[src/rtl/mult_div_unit.sv]
// mult_div_unit: iterative radix-2 multiply/divide unit holding HI/LO.
// MULT/MULTU use shift-add on {acc, multiplier}; DIV/DIVU use restoring
// shift-subtract on operand magnitudes, with sign correction in FIN.
// MTHI/MTLO writes land directly in HI/LO while the unit is idle.
module mult_div_unit #(
  parameter int WIDTH = 32,
  parameter int ITER  = 32
) (
  input  logic             clk,
  input  logic             rst_n,
  input  logic             start,
  input  logic [1:0]       op,
  input  logic [WIDTH-1:0] src_a,
  input  logic [WIDTH-1:0] src_b,
  input  logic             hi_we,
  input  logic             lo_we,
  input  logic [WIDTH-1:0] wdata,
  output logic             busy,
  output logic             done,
  output logic [WIDTH-1:0] hi,
  output logic [WIDTH-1:0] lo
);

  localparam int CW = (ITER > 1) ? $clog2(ITER) : 1;

  typedef enum logic [1:0] {
    S_IDLE = 2'b00,
    S_RUN  = 2'b01,
    S_FIN  = 2'b10
  } state_e;

  state_e             state_q, state_d;
  logic [CW-1:0]      cnt_q, cnt_d;
  logic [1:0]         op_q, op_d;
  logic               sign_a_q, sign_a_d;
  logic               sign_b_q, sign_b_d;
  logic               div0_q, div0_d;
  logic [WIDTH-1:0]   a_orig_q, a_orig_d;
  logic [WIDTH-1:0]   acc_q, acc_d;   // product high half / partial remainder
  logic [WIDTH-1:0]   mq_q, mq_d;     // multiplier / dividend-then-quotient
  logic [WIDTH-1:0]   b_q, b_d;       // multiplicand / divisor magnitude
  logic [WIDTH-1:0]   hi_q, hi_d;
  logic [WIDTH-1:0]   lo_q, lo_d;
  logic               busy_q, busy_d;
  logic               done_q, done_d;

  // Operand sign and magnitude at the start edge (op[0]=0 means signed).
  logic               in_sign_a_s, in_sign_b_s;
  logic [WIDTH-1:0]   in_mag_a_s, in_mag_b_s;
  assign in_sign_a_s = ~op[0] & src_a[WIDTH-1];
  assign in_sign_b_s = ~op[0] & src_b[WIDTH-1];
  assign in_mag_a_s  = in_sign_a_s ? (~src_a + {{(WIDTH-1){1'b0}}, 1'b1}) : src_a;
  assign in_mag_b_s  = in_sign_b_s ? (~src_b + {{(WIDTH-1){1'b0}}, 1'b1}) : src_b;

  // One shift-add step: add multiplicand when the multiplier LSB is set,
  // then shift the 2*WIDTH {acc, mq} pair right by one.
  logic [WIDTH:0]     mul_sum_s;
  assign mul_sum_s = mq_q[0] ? ({1'b0, acc_q} + {1'b0, b_q}) : {1'b0, acc_q};

  // One restoring step: shift the next dividend bit into the remainder and
  // subtract the divisor if it fits (borrow bit clear).
  logic [WIDTH:0]     div_shift_s;
  logic [WIDTH:0]     div_diff_s;
  assign div_shift_s = {acc_q, mq_q[WIDTH-1]};
  assign div_diff_s  = div_shift_s - {1'b0, b_q};

  // Final results before write-back.
  logic [2*WIDTH-1:0] prod_s, prod_neg_s;
  logic               neg_res_s;
  assign prod_s     = {acc_q, mq_q};
  assign prod_neg_s = ~prod_s + {{(2*WIDTH-1){1'b0}}, 1'b1};
  assign neg_res_s  = sign_a_q ^ sign_b_q;

  // Next-state, datapath and HI/LO update logic.
  always_comb begin
    state_d  = state_q;
    cnt_d    = cnt_q;
    op_d     = op_q;
    sign_a_d = sign_a_q;
    sign_b_d = sign_b_q;
    div0_d   = div0_q;
    a_orig_d = a_orig_q;
    acc_d    = acc_q;
    mq_d     = mq_q;
    b_d      = b_q;
    hi_d     = hi_q;
    lo_d     = lo_q;
    case (state_q)
      S_IDLE: begin
        if (start) begin
          op_d     = op;
          sign_a_d = in_sign_a_s;
          sign_b_d = in_sign_b_s;
          div0_d   = (src_b == {WIDTH{1'b0}});
          a_orig_d = src_a;
          acc_d    = {WIDTH{1'b0}};
          mq_d     = in_mag_a_s;
          b_d      = in_mag_b_s;
          cnt_d    = {CW{1'b0}};
          state_d  = S_RUN;
        end else begin
          if (hi_we) begin
            hi_d = wdata;
          end else begin
            hi_d = hi_q;
          end
          if (lo_we) begin
            lo_d = wdata;
          end else begin
            lo_d = lo_q;
          end
        end
      end
      S_RUN: begin
        if (op_q[1]) begin
          if (!div_diff_s[WIDTH]) begin
            acc_d = div_diff_s[WIDTH-1:0];
            mq_d  = {mq_q[WIDTH-2:0], 1'b1};
          end else begin
            acc_d = div_shift_s[WIDTH-1:0];
            mq_d  = {mq_q[WIDTH-2:0], 1'b0};
          end
        end else begin
          acc_d = mul_sum_s[WIDTH:1];
          mq_d  = {mul_sum_s[0], mq_q[WIDTH-1:1]};
        end
        if (cnt_q == CW'(ITER - 1)) begin
          state_d = S_FIN;
        end else begin
          cnt_d = cnt_q + {{(CW-1){1'b0}}, 1'b1};
        end
      end
      S_FIN: begin
        if (!op_q[1]) begin
          if (neg_res_s) begin
            {hi_d, lo_d} = prod_neg_s;
          end else begin
            {hi_d, lo_d} = prod_s;
          end
        end else if (div0_q) begin
          lo_d = {WIDTH{1'b1}};
          hi_d = a_orig_q;
        end else begin
          lo_d = neg_res_s ? (~mq_q + {{(WIDTH-1){1'b0}}, 1'b1}) : mq_q;
          hi_d = sign_a_q ? (~acc_q + {{(WIDTH-1){1'b0}}, 1'b1}) : acc_q;
        end
        state_d = S_IDLE;
      end
      default: begin
        state_d = S_IDLE;
      end
    endcase
    busy_d = (state_d != S_IDLE);
    done_d = (state_q == S_FIN);
  end

  // State and datapath registers; reset abandons any operation in flight.
  always_ff @(posedge clk or negedge rst_n) begin
    if (!rst_n) begin
      state_q  <= S_IDLE;
      cnt_q    <= {CW{1'b0}};
      op_q     <= 2'b00;
      sign_a_q <= 1'b0;
      sign_b_q <= 1'b0;
      div0_q   <= 1'b0;
      a_orig_q <= {WIDTH{1'b0}};
      acc_q    <= {WIDTH{1'b0}};
      mq_q     <= {WIDTH{1'b0}};
      b_q      <= {WIDTH{1'b0}};
      hi_q     <= {WIDTH{1'b0}};
      lo_q     <= {WIDTH{1'b0}};
      busy_q   <= 1'b0;
      done_q   <= 1'b0;
    end else begin
      state_q  <= state_d;
      cnt_q    <= cnt_d;
      op_q     <= op_d;
      sign_a_q <= sign_a_d;
      sign_b_q <= sign_b_d;
      div0_q   <= div0_d;
      a_orig_q <= a_orig_d;
      acc_q    <= acc_d;
      mq_q     <= mq_d;
      b_q      <= b_d;
      hi_q     <= hi_d;
      lo_q     <= lo_d;
      busy_q   <= busy_d;
      done_q   <= done_d;
    end
  end

  assign busy = busy_q;
  assign done = done_q;
  assign hi   = hi_q;
  assign lo   = lo_q;

endmodule

[config.mk]
export PLATFORM = sky130hd
export DESIGN_NAME = mult_div_unit
export DESIGN_NICKNAME = d
export VERILOG_FILES = /design/src/rtl/mult_div_unit.sv
export SDC_FILE = /design/constraint.sdc
export NUM_CORES = 1
export LEC_CHECK = 0
export BUFFER_PORTS_ARGS = -buffer_cell sky130_fd_sc_hd__clkbuf_2
export CAP_MARGIN = 40
export CORE_ASPECT_RATIO = 0.7
export CORE_MARGIN = 8
export CORE_UTILIZATION = 40
export CTS_BUF_LIST = sky130_fd_sc_hd__clkbuf_8
export DETAILED_ROUTE_END_ITERATION = 8
export HOLD_SLACK_MARGIN = 0.02
export PLACE_DENSITY = 0.68
export SLEW_MARGIN = 20
export SYNTH_ARGS = -nofsm -noshare
export SYNTH_HDL_FRONTEND = slang
export SYNTH_SLANG_ARGS = --single-unit
export TNS_END_PERCENT = 5
[constraint.sdc]
create_clock -name clk -period 4.5 [get_ports clk]
set_clock_uncertainty 0.05 [all_clocks]
set_input_delay 0.45 -clock clk [delete_from_list [all_inputs] [get_ports clk]]
set_output_delay 0.45 -clock clk [all_outputs]
set_load 0.02 [all_outputs]
### Yosys cells after proc, flatten, opt, wreduce, memory -nomap -nowiden

Cells that the tools add are included.

* output and inout port bits: 66
* bits in registers: 206
* bits of input ports: 103
* word-level logic and storage cells: 80

* multiplexer cells: 31
* reduce and logical (&&, ||, !) cells: 10
* $add $sub $neg: 8
* eq/ne operators: 8
* bitwise operators: 9

Operators with widths (number)
* $mux W32: 19
* $pmux W32 S2: 4
* $add A32 B1 Y32 const B: 4
* $not A32 Y32: 4
* $add A64 B1 Y64 const B: 1
* $not A64 Y64: 1
* $add A32 B32 Y33: 1
* $mux W33: 1
* $sub A33 B32 Y33: 1
* $logic_not A32 Y1: 1
* $mux W5: 2
* $ne A2 B2 Y1 const B: 5
* $pmux W5 S2: 1
* $reduce_and A3 Y1: 3
* $reduce_bool A2 Y1: 3
* $add A5 B1 Y5 const B: 1
* $eq A5 B5 Y1 const B: 1
* $mux W2: 2
* $pmux W2 S2: 1
* $reduce_and A2 Y1: 2
* $and A1 B1 Y1: 2
* $eq A2 B1 Y1 const B: 1
* $eq A2 B2 Y1 const B: 1
* $logic_not A2 Y1: 1
* other kinds (3): 3

### Logic depth before layout (Yosys ltp)

Gate-level depths: netlist (run 1).

* depth after elaboration: 6
* depth in mapped cells: 14
* mapped depth without buffers: 12

### Worst setup path after synthesis (run 1)

No wires, ideal clock.

* path type: reg2reg
* start: register mq_q[31]
* end: register acc_q[26]
* data required time: 4328 ps
* arrival: 2913 ps
* clock period less this slack: 3085 ps
* stages on the path, launching flop included: 15
* buffers on the path: 2
* setup slack: 1415 ps
* setup time: 122 ps
* path through: dfrtp_1 inv_1 ha_1 fa_1 nand2b_1 a21oi_1 o211a_1 o21ai_1 a21bo_1 o31ai_2 xor2_1 buf_4 buf_6 nand3_1 a32o_1

* longest elaborated chain between the ends: 4

Ends and longest elaborated chain
* start: declaration: line 40 `logic [WIDTH-1:0] mq_q, mq_d;`
* start signal: assignment: line 168 `mq_q <= {WIDTH{1'b0}};`
* start signal: assignment: line 183 `mq_q <= mq_d;`
* $sub A33 B32 Y33: line 65 `assign div_diff_s = div_shift_s - {1'b0, b_q};`
* $mux W32: line 116 `if (!div_diff_s[WIDTH]) begin`
* $mux W32: line 115 `if (op_q[1]) begin`
* $pmux W32 S2: line 88 `case (state_q)`
* end signal: assignment: line 167 `acc_q <= {WIDTH{1'b0}};`
* end: declaration: line 39 `logic [WIDTH-1:0] acc_q, acc_d;`

No other way between the ends.
A chain may end at the register's enable or synchronous reset.

### Worst setup path after layout (run 1)

* start: register mq_q[31]
* end: register acc_q[0]

* longest elaborated chain between the ends: 4

Ends and longest elaborated chain (line)
* $sub A33 B32 Y33: 65
* $mux W32 (*): 116
* $mux W32 (*): 115
* $pmux W32 S2 (*): 88

Mark *: on every way between the ends. The rest lies on a longest branch, timed or not.

==> impl_metrics.env, run 1 <==
export IMPL_placementRows=62
export IMPL_min_period_over_period_pct=87.2
export IMPL_tns_ns=0
export IMPL_antenna_found_initial=1
export IMPL_syn_inst=2087
export IMPL_root_buffer="clkbuf_8"
export IMPL_drv_cap=0
export IMPL_arrival_ns=4.31
export IMPL_detail_route_antenna_nets=0
export IMPL_start_util_pct=40.5
export IMPL_crit_type="reg2reg"
export IMPL_wl_um=58000
export IMPL_die_area_um2=48400
export IMPL_vias=16376
export IMPL_core_um2=41000
export IMPL_synth_edf_count=0
export IMPL_io_buffers=168
export IMPL_path_clk_slew_ns=0.07
export IMPL_ys_ff_latch=205
export IMPL_p_leak_nw=8.21
export IMPL_ctsHoldBuffers=1
export IMPL_ys_warnings_count=0
export IMPL_gp_congestion=0.965
export IMPL_wl_per_cell_um=21.1
export IMPL_hold_path_class="in2reg"
export IMPL_cts_buffers=36
export IMPL_drc=0
export IMPL_firstDrtPassIters=6
export IMPL_cts_resized=0
export IMPL_clock_fmax_mhz=255
export IMPL_clock_latency_ns=0.57
export IMPL_power_switching_w=0.00883
export IMPL_irDropWorstVdd_mv=0.582
export IMPL_seq_area_frac_synth_pct=30.9
export IMPL_chipHeight_um=186
export IMPL_tightestPinTransition_ns=0.976
export IMPL_crit_path_end_kind="register"
export IMPL_syn_nets=2262
export IMPL_ys_types=81
export IMPL_setup_viol=0
export IMPL_synth_area_um2=16600
export IMPL_num_io_pins=169
export IMPL_setup_ws_ns=0.576
export IMPL_grtUsageTotal_pct=23.4
export IMPL_drt_initial_drc_count=1758
export IMPL_outcome="finished clean"
export IMPL_sequentialPowerShare_pct=24.0
export IMPL_power_frac_clock_pct=9.8
export IMPL_vias_per_cell=5.97
export IMPL_relSlewSlack_pct=34.9
export IMPL_pwr_share_comb_pct=66.2
export IMPL_diodes=0
export IMPL_required_ns=4.89
export IMPL_p_sw_share_pct=51.5
export IMPL_nets=2351
export IMPL_clock_sinks=205
export IMPL_grt_max_degree=122
export IMPL_area_growth_pct=12.0
export IMPL_async_flop_share_pct=100
export IMPL_rsz0062_at_grt="false"
export IMPL_syn_avg_cell_area_um2=7.95
export IMPL_die_w_um=259
export IMPL_period_needed_ns=3.92
export IMPL_finalHoldViolCount=0
export IMPL_place_ws_ns=0.678
export IMPL_cts_tree="built"
export IMPL_cp_max_fo=38
export IMPL_p_per_area_nw_per_um2=923
export IMPL_dp_hpwl_um=44000
export IMPL_yosys_top_cells_area="dfrtp_1 31%, nand2_1 7.7%, o21ai_0 7.2%"
export IMPL_r2r_slack_ns=0.58
export IMPL_power_internal_w=0.00832
export IMPL_synth_ff_type="dfrtp_1"
export IMPL_cts_setup_buffers=0
export IMPL_clock_path_buffers=3
export IMPL_grt_first_pass_wirelength_um=92300
export IMPL_grt_pass1_vias=15984
export IMPL_start_kind="register"
export IMPL_synth_top_area_cell="dfrtp_1"
export IMPL_drv_slew=0
export IMPL_h_tree_depth=2
export IMPL_drive_gt1_share_pct=13.6
export IMPL_synth_top_area_share_pct=30.9
export IMPL_grt_overflow=0
==> synthesized netlist by cell type (all sizes together), types with 10 or more instances <==
master    n
a211oi   12
a21o     21
a21oi   128
a221oi   10
a222oi   11
a22oi    12
a31oi    15
and3     11
buf      33
clkbuf  124
dfrtp   205
ha       70
inv      67
mux2i    80
nand2   340
nand2b   18
nand3    21
nand4    10
nor2    115
nor2b    10
nor3     36
nor4     18
o211ai   16
o21a     12
o21ai   258
o221ai   22
o22ai    45
o31ai    32
o41ai    14
or2      10
or3      28
or4      15
xnor2   101
xor2     96
==> per-layer routing <==
layer,wire length (µm),track usage (%),up-vias
li1,-,-,7639
met3,5430,5.57,108
met5,0,0,-
met4,1490,5.95,0
met2,24400,34.3,714
met1,26600,33.9,7915
==> layout make-up <==
type | count | area, µm²
well taps | 544 | 681
repair buffers | 208 | 1240
clock inverters | 20 | 91.3
multi-input cells | 1658 | 10600
inverters | 67 | 251
fillers | 4083 | 22400
clock buffers | 41 | 564
flip-flops and latches | 205 | 5130
==> through the flow <==
stage / utilization (%) / std cells / power [W] / area (µm²) / hold slack (ns)
after global placement: 43.5 / 2673 / 0.0150 / 17800 / 0.414
final: 45.4 / 2743 / 0.0171 / 18600 / 0.0450
after global routing: 45.4 / 2743 / 0.0186 / 18600 / 0.0406
after floorplan: - / 2087 / 0.0122 / 16600 / 0.104
after CTS: 45.4 / 2743 / 0.0170 / 18600 / 0.0205
after detailed placement: 43.8 / 2681 / 0.0152 / 17900 / 0.413
==> path summary, 6_finish.rpt <==
path | start | endpoint | cells past startpoint
max | mq_q[31] | acc_q[0] | 13
min | op[1] | op_q[1] | 3
max reg2reg | mq_q[31] | acc_q[0] | 13
min reg2reg | a_orig_q[9] | a_orig_q[9] | 2
max in group asynchronous | rst_n | lo[13] | 3
min in group asynchronous | rst_n | b_q[30] | 2
==> critical path, stage by stage (launching register included) <==
cell and delay [ns]:
dfrtp_1 0.42, inv_1 0.17, ha_1 0.28, fa_1 0.42, nand2b_1 0.18, a21oi_1 0.28
o211a_1 0.28, o21ai_1 0.14, a21bo_1 0.26, o31ai_2 0.36, xor2_4 0.20, buf_12 0.27
mux2i_1 0.12, a221o_1 0.33
==> cell families (layout without fill, tap and decap cells) <==
group | Yosys count | after routing | synth area share, %
fa+ha+maj | 72 | 72 | 5.52
compound gates | 655 | 655 | 24.7
simple gates | 648 | 648 | 17.8
mux | 86 | 86 | 5.23
xor+xnor | 197 | 197 | 10.4
buf+inv | 224 | 336 | 5.45
flops | 205 | 205 | 30.9
==> cells in the final DEF (no fill, tap or decap), types with 79 or more instances in the layout <==
master / n
a21oi_1: 128
clkbuf_2: 167
dfrtp_1: 203
inv_1: 79
mux2i_1: 80
nand2_1: 338
nor2_1: 114
o21ai_0: 240
xnor2_1: 100
xor2_1: 94
==> flip-flops by register name, indices dropped and copies added, names as in the netlist, 2 cells and up <==
signal / count
mq_q: 32
a_orig_q: 32
state_q: 2
hi: 32
acc_q: 32
cnt_q: 5
lo: 32
b_q: 32
==> power groups by stage <==
stage	combinational, W	clock, W	sequential (W)
final	0.0114	0.00168	0.00411
after detailed placement	0.0111	0	0.00410
after floorplan	0.00856	0	0.00364
after global placement	0.0109	0	0.00408
after CTS	0.0112	0.00172	0.00408
after global routing	0.0125	0.00180	0.00423
Note: power is estimated with default switching activity, not from simulation.
==> run 2: changes to the inputs <==
Settings changed: CORE_ASPECT_RATIO 0.7 to default.
Clock period 4.5 ns to 4.4 ns, I/O delays scaled along.
==> run 2 against run 1 <==
  * Final cell count rose by 0.73%
  * Total power increased by 2.7%
  * Global-route usage is 0.84 points lower
  * Fmax rose by 0.43%
  * Worst setup slack got worse by 0.083 ns
  * Sequential power is 2% lower
==> impl_metrics.env, run 2 (synthesized netlist as in run 1, its figures left out) <==
export IMPL_outcome="finished clean"
export IMPL_cts_buffers=41
export IMPL_grtUsageTotal_pct=22.5
export IMPL_io_buffers=168
export IMPL_wl_um=56100
export IMPL_clock_latency_ns=0.62
export IMPL_drc=0
export IMPL_setup_viol=0
export IMPL_antenna_found_initial=0
export IMPL_detail_route_antenna_nets=0
export IMPL_drive_gt1_share_pct=13.9
export IMPL_p_leak_nw=8.38
export IMPL_diodes=0
export IMPL_path_clk_slew_ns=0.06
export IMPL_clock_path_buffers=3
export IMPL_chipHeight_um=220
export IMPL_cts_tree="built"
export IMPL_area_growth_pct=14.1
export IMPL_tightestPinTransition_ns=0.898
export IMPL_grt_first_pass_wirelength_um=87200
export IMPL_vias_per_cell=5.82
export IMPL_clock_fmax_mhz=256
export IMPL_crit_type="reg2reg"
export IMPL_stdcell_count=2763
export IMPL_clock_sinks=205
export IMPL_grt_max_degree=72
export IMPL_gp_congestion=0.877
export IMPL_min_period_over_period_pct=88.8
export IMPL_num_io_pins=169
export IMPL_irDropWorstVdd_mv=0.515
export IMPL_p_per_area_nw_per_um2=930
export IMPL_finish_instance_area_um2=18900
export IMPL_start_kind="register"
export IMPL_cts_resized=0
export IMPL_grt_overflow=0
export IMPL_arrival_ns=4.34
export IMPL_layout_commonest_cell="nand2_1"
export IMPL_wl_per_cell_um=20.3
export IMPL_placementRows=74
export IMPL_dp_hpwl_um=42400
export IMPL_die_area_um2=48300
export IMPL_nets=2379
export IMPL_place_inst=2671
export IMPL_hold_path_class="in2reg"
export IMPL_required_ns=4.83
export IMPL_drv_slew=0
export IMPL_relSlewSlack_pct=40.1
export IMPL_drv_cap=0
export IMPL_tns_ns=0
export IMPL_cp_max_fo=29
export IMPL_drt_initial_drc_count=1390
export IMPL_placement_cell_area_um2=17900
export IMPL_core_um2=40900
export IMPL_finalHoldViolCount=0
export IMPL_final_cell_mix="338 x nand2_1, 240 x o21ai_0, 203 x dfrtp_1, 167 x clkbuf_2, 128 x a21oi_1"
export IMPL_firstDrtPassIters=5
export IMPL_period_needed_ns=3.91
export IMPL_vias=16075
export IMPL_rsz0062_at_grt="false"
export IMPL_h_tree_depth=2
export IMPL_grt_pass1_vias=15560
export IMPL_crit_path_end_kind="register"
export IMPL_start_util_pct=40.5
export IMPL_root_buffer="clkbuf_8"
export IMPL_die_w_um=220
[run 2: cell type report]
class | count | area (µm²)
clock buffers | 48 | 661
clock inverters | 22 | 129
fillers | 4033 | 22000
inverters | 67 | 251
multi-input cells | 1658 | 10600
flip-flops and latches | 205 | 5130
well taps | 532 | 666
repair buffers | 231 | 1460
[run 2: final timing paths]
| path | startpoint | cells after the start | to | slack (ns) |
|---|---|---|---|---|
| setup / recovery | mq_q[31] | 13 | acc_q[1] | 0.49 |
| hold / removal | src_a[11] | 3 | a_orig_q[11] | 0.06 |
| setup reg to reg | mq_q[31] | 13 | acc_q[1] | 0.49 |
| hold reg to reg | lo[19] | 2 | lo[19] | 0.43 |
| max in group asynchronous | rst_n | 4 | acc_q[31] | 2.95 |
| min in group asynchronous | rst_n | 2 | hi[26] | 0.27 |
[run 2: metal layers]
layer / global-route usage [%] / share of wire, %
met1: 30.5 / 44
met2: 35.7 / 45
met3: 3.84 / 8.0
met4: 8.42 / 3.1
met5: 0 / 0
[run 2: where the power goes]
group	internal, W	total, W	leakage, nW	switching, W
Combinational	0.00481	0.0116	5.42	0.00681
Sequential	0.00283	0.00401	2.50	0.00118
Clock	0.00105	0.00197	0.463	0.000922
[run 2: what timing repair did]
| item | 4_1_cts | 5_1_grt |
|---|---|---|
| hold endpoints to repair | 62 | 0 |
| setup buffers | 0 | 0 |
| hold buffers | 22 | 0 |
[run 2: stage by stage]
stage	util (%)	total power, W	hold WS, ns	worst slack [ns]
global placement	43.5	0.0152	0.407	0.608
floorplan	-	0.0125	0.0944	1.32
detailed placement	43.8	0.0155	0.342	0.525
global route	46.2	0.0190	0.0543	0.246
finish	46.2	0.0176	0.0639	0.493
CTS	46.2	0.0175	0.0221	0.502
[run 2: worst max-delay path, stage by stage, from the launching register on]
cell and delay (ns):
dfrtp_1 0.40, inv_1 0.15, ha_1 0.26, fa_1 0.40
nand2b_1 0.18, a21oi_1 0.26, o211a_1 0.24, o21ai_1 0.10
a21bo_1 0.25, o31ai_2 0.36, xor2_4 0.37, buf_12 0.28
mux2i_1 0.11, a221o_1 0.32
==> run 3: changes to the inputs <==
==> constraint.sdc (replaced) <==
create_clock -name clk -period 4 [get_ports clk]
set_clock_uncertainty 0.05 [all_clocks]
set_input_delay 0.6 -clock clk [delete_from_list [all_inputs] [get_ports clk]]
set_output_delay 0.6 -clock clk [all_outputs]
set_load 0.02 [all_outputs]
==> run 3 against run 2 <==
  * First-iteration DRC count up 9.9%
  * Via count down 0.95%
  * Worst setup slack worse by 0.18 ns
  * Critical path depth unchanged
  * Combinational power up 14%
  * Global-route usage about the same
  * Fmax up 5.9%
  * Total power up 12%
  * Die area unchanged
  * Critical endpoint is now acc_q[0]
  * Worst hold slack worse by 0.015 ns
  * Flip-flop and latch count unchanged
==> impl_metrics.env, run 3 (synthesized netlist as in run 1, its figures left out) <==
export IMPL_outcome="finished clean"
export IMPL_clock_sinks=205
export IMPL_clock_latency_ns=0.60
export IMPL_stdcell_count=2765
export IMPL_finalHoldViolCount=0
export IMPL_relSlewSlack_pct=37.2
export IMPL_chipHeight_um=220
export IMPL_start_util_pct=40.5
export IMPL_clock_fmax_mhz=271
export IMPL_grtUsageTotal_pct=22.5
export IMPL_reg2reg_to="acc_q[0]"
export IMPL_grt_pass1_vias=15439
export IMPL_required_ns=4.42
export IMPL_crit_path_end_kind="register"
export IMPL_critPathMaxStageDelay_ns=0.40
export IMPL_crit_slowest_cell="dfrtp_1"
export IMPL_area_growth_pct=14.0
export IMPL_crit_family="compound AO/OA/AOI/OAI gates"
export IMPL_cts_tree="built"
export IMPL_die_w_um=220
export IMPL_multiInputGateArea_um2=10600
export IMPL_num_fill_cells=4021
export IMPL_nets=2384
export IMPL_power_internal_w=0.00983
export IMPL_pwr_share_comb_pct=67.0
export IMPL_grt_first_pass_wirelength_um=86800
export IMPL_power_switching_w=0.00987
export IMPL_placementRows=74
export IMPL_cp_cell_sequence="inv_1 > ha_1 > fa_1 > nand2b_1 > a21oi_1 > o211a_1 > o21ai_1 > a21bo_1 > o31ai_2 > xor2_4 > buf_12 > mux2i_1 > a221o_1"
export IMPL_power_frac_clock_pct=11.2
export IMPL_p_per_area_nw_per_um2=1040
export IMPL_irDropWorstVdd_mv=0.428
export IMPL_wl_per_cell_um=20.3
export IMPL_detail_route_antenna_nets=0
export IMPL_cp_buffers_inverters=2
export IMPL_root_buffer="clkbuf_8"
export IMPL_path_clk_slew_ns=0.06
export IMPL_grt_overflow=0
export IMPL_dp_hpwl_um=42800
export IMPL_seq_area_um2=5130
export IMPL_setup_viol=0
export IMPL_hold_path_class="in2async"
export IMPL_p_leak_nw=8.40
export IMPL_startpoint="mq_q[31]"
export IMPL_cts_buffers=41
export IMPL_worst_path_stages=13
export IMPL_tns_ns=0
export IMPL_vias=15922
export IMPL_r2r_slack_ns=0.31
export IMPL_crit_type="reg2reg"
export IMPL_hold_ws_ns=0.0486
export IMPL_gp_congestion=0.923
export IMPL_min_period_over_period_pct=92.3
export IMPL_drv_cap=0
export IMPL_layout_commonest_cell="nand2_1"
export IMPL_io_buffers=168
export IMPL_cp_max_fo=14
export IMPL_cts_resized=0
export IMPL_crit_path_end="acc_q[0]"
export IMPL_final_cell_mix="338 x nand2_1, 240 x o21ai_0, 203 x dfrtp_1, 167 x clkbuf_2, 128 x a21oi_1"
export IMPL_period_needed_ns=3.69
export IMPL_wl_um=56000
export IMPL_h_tree_depth=2
export IMPL_tightestPinTransition_ns=0.938
export IMPL_antenna_found_initial=3
export IMPL_grt_max_degree=90
export IMPL_drt_initial_drc_count=1528
export IMPL_core_um2=40900
export IMPL_vias_per_cell=5.76
export IMPL_arrival_ns=4.11
export IMPL_drv_slew=0
export IMPL_num_io_pins=169
export IMPL_firstDrtPassIters=8
export IMPL_clock_path_buffers=3
export IMPL_rr_worst_depth=13
export IMPL_drc=0
export IMPL_place_inst=2695
export IMPL_timing_rr_start="mq_q[31]"
export IMPL_rsz0062_at_grt="false"
export IMPL_start_kind="register"
export IMPL_drive_gt1_share_pct=15.0
export IMPL_ctsHoldBuffers=0
export IMPL_sequentialPowerShare_pct=21.8
export IMPL_die_area_um2=48300
export IMPL_p_sw_share_pct=50.1
run 3: changes by cell type in the layout (fill, tap and decap cells not counted), moves of 2 or more:
cell	delta
clkinvlp_4	+2
buf_4	+28
clkinv_2	-5
dlygate4sd3_1	-22
run 3: repair_timing:
item,in CTS,in global routing
endpoints found under the setup margin,0,1
setup buffers,0,2
endpoints found under the hold margin,0,0
run 3: area by class of cell:
class | instances | area share, %
well taps | 532 | 3.52
multi-input cells | 1658 | 56.1
clock buffers | 49 | 3.57
clock inverters | 17 | 0.662
flip-flops and latches | 205 | 27.1
repair buffers | 236 | 7.62
diodes | 1 | 0.0132
inverters | 67 | 1.33
run 3: layer usage:
metal  track usage (%)  up-vias  routed length [µm]
met1              31.0     7514               25000
met5                 0        -                  41
met2              35.2      601               24800
li1                  -     7695                   -
met4              7.98        6                1560
met3              4.10      106                4640
run 3: worst min-delay path by stage:
stage	slack, ns	startpoint	endpoint	depth (start not counted)
after global routing	0.09	rst_n	lo[23]	1
after global placement	0.41	a_orig_q[28]	a_orig_q[28]	2
after detailed placement	0.41	a_orig_q[19]	a_orig_q[19]	2
final	0.05	rst_n	cnt_q[0]	1
after floorplan	0.25	rst_n	a_orig_q[0]	0
after CTS	0.05	rst_n	acc_q[25]	1
run 3: power by group through the flow:
stage               Sequential (W)  Combinational, W  Clock (W)
detailed placement         0.00429            0.0130          0
CTS                        0.00427            0.0131    0.00225
global placement           0.00424            0.0127          0
global route               0.00442            0.0146    0.00233
finish                     0.00430            0.0132    0.00220
floorplan                  0.00410           0.00963          0
run 3: through the flow:
| stage | instance area, µm² | setup slack (ns) | power (W) | utilization (%) |
|---|---|---|---|---|
| 2_1_floorplan | 16600 | 0.915 | 0.0137 | - |
| 3_3_place_gp | 18000 | 0.281 | 0.0170 | 44.0 |
| 3_5_place_dp | 18100 | 0.216 | 0.0173 | 44.2 |
| 4_1_cts | 18900 | 0.223 | 0.0196 | 46.1 |
| 5_1_grt | 18900 | 0.130 | 0.0213 | 46.2 |
| 6_report | 18900 | 0.309 | 0.0197 | 46.2 |
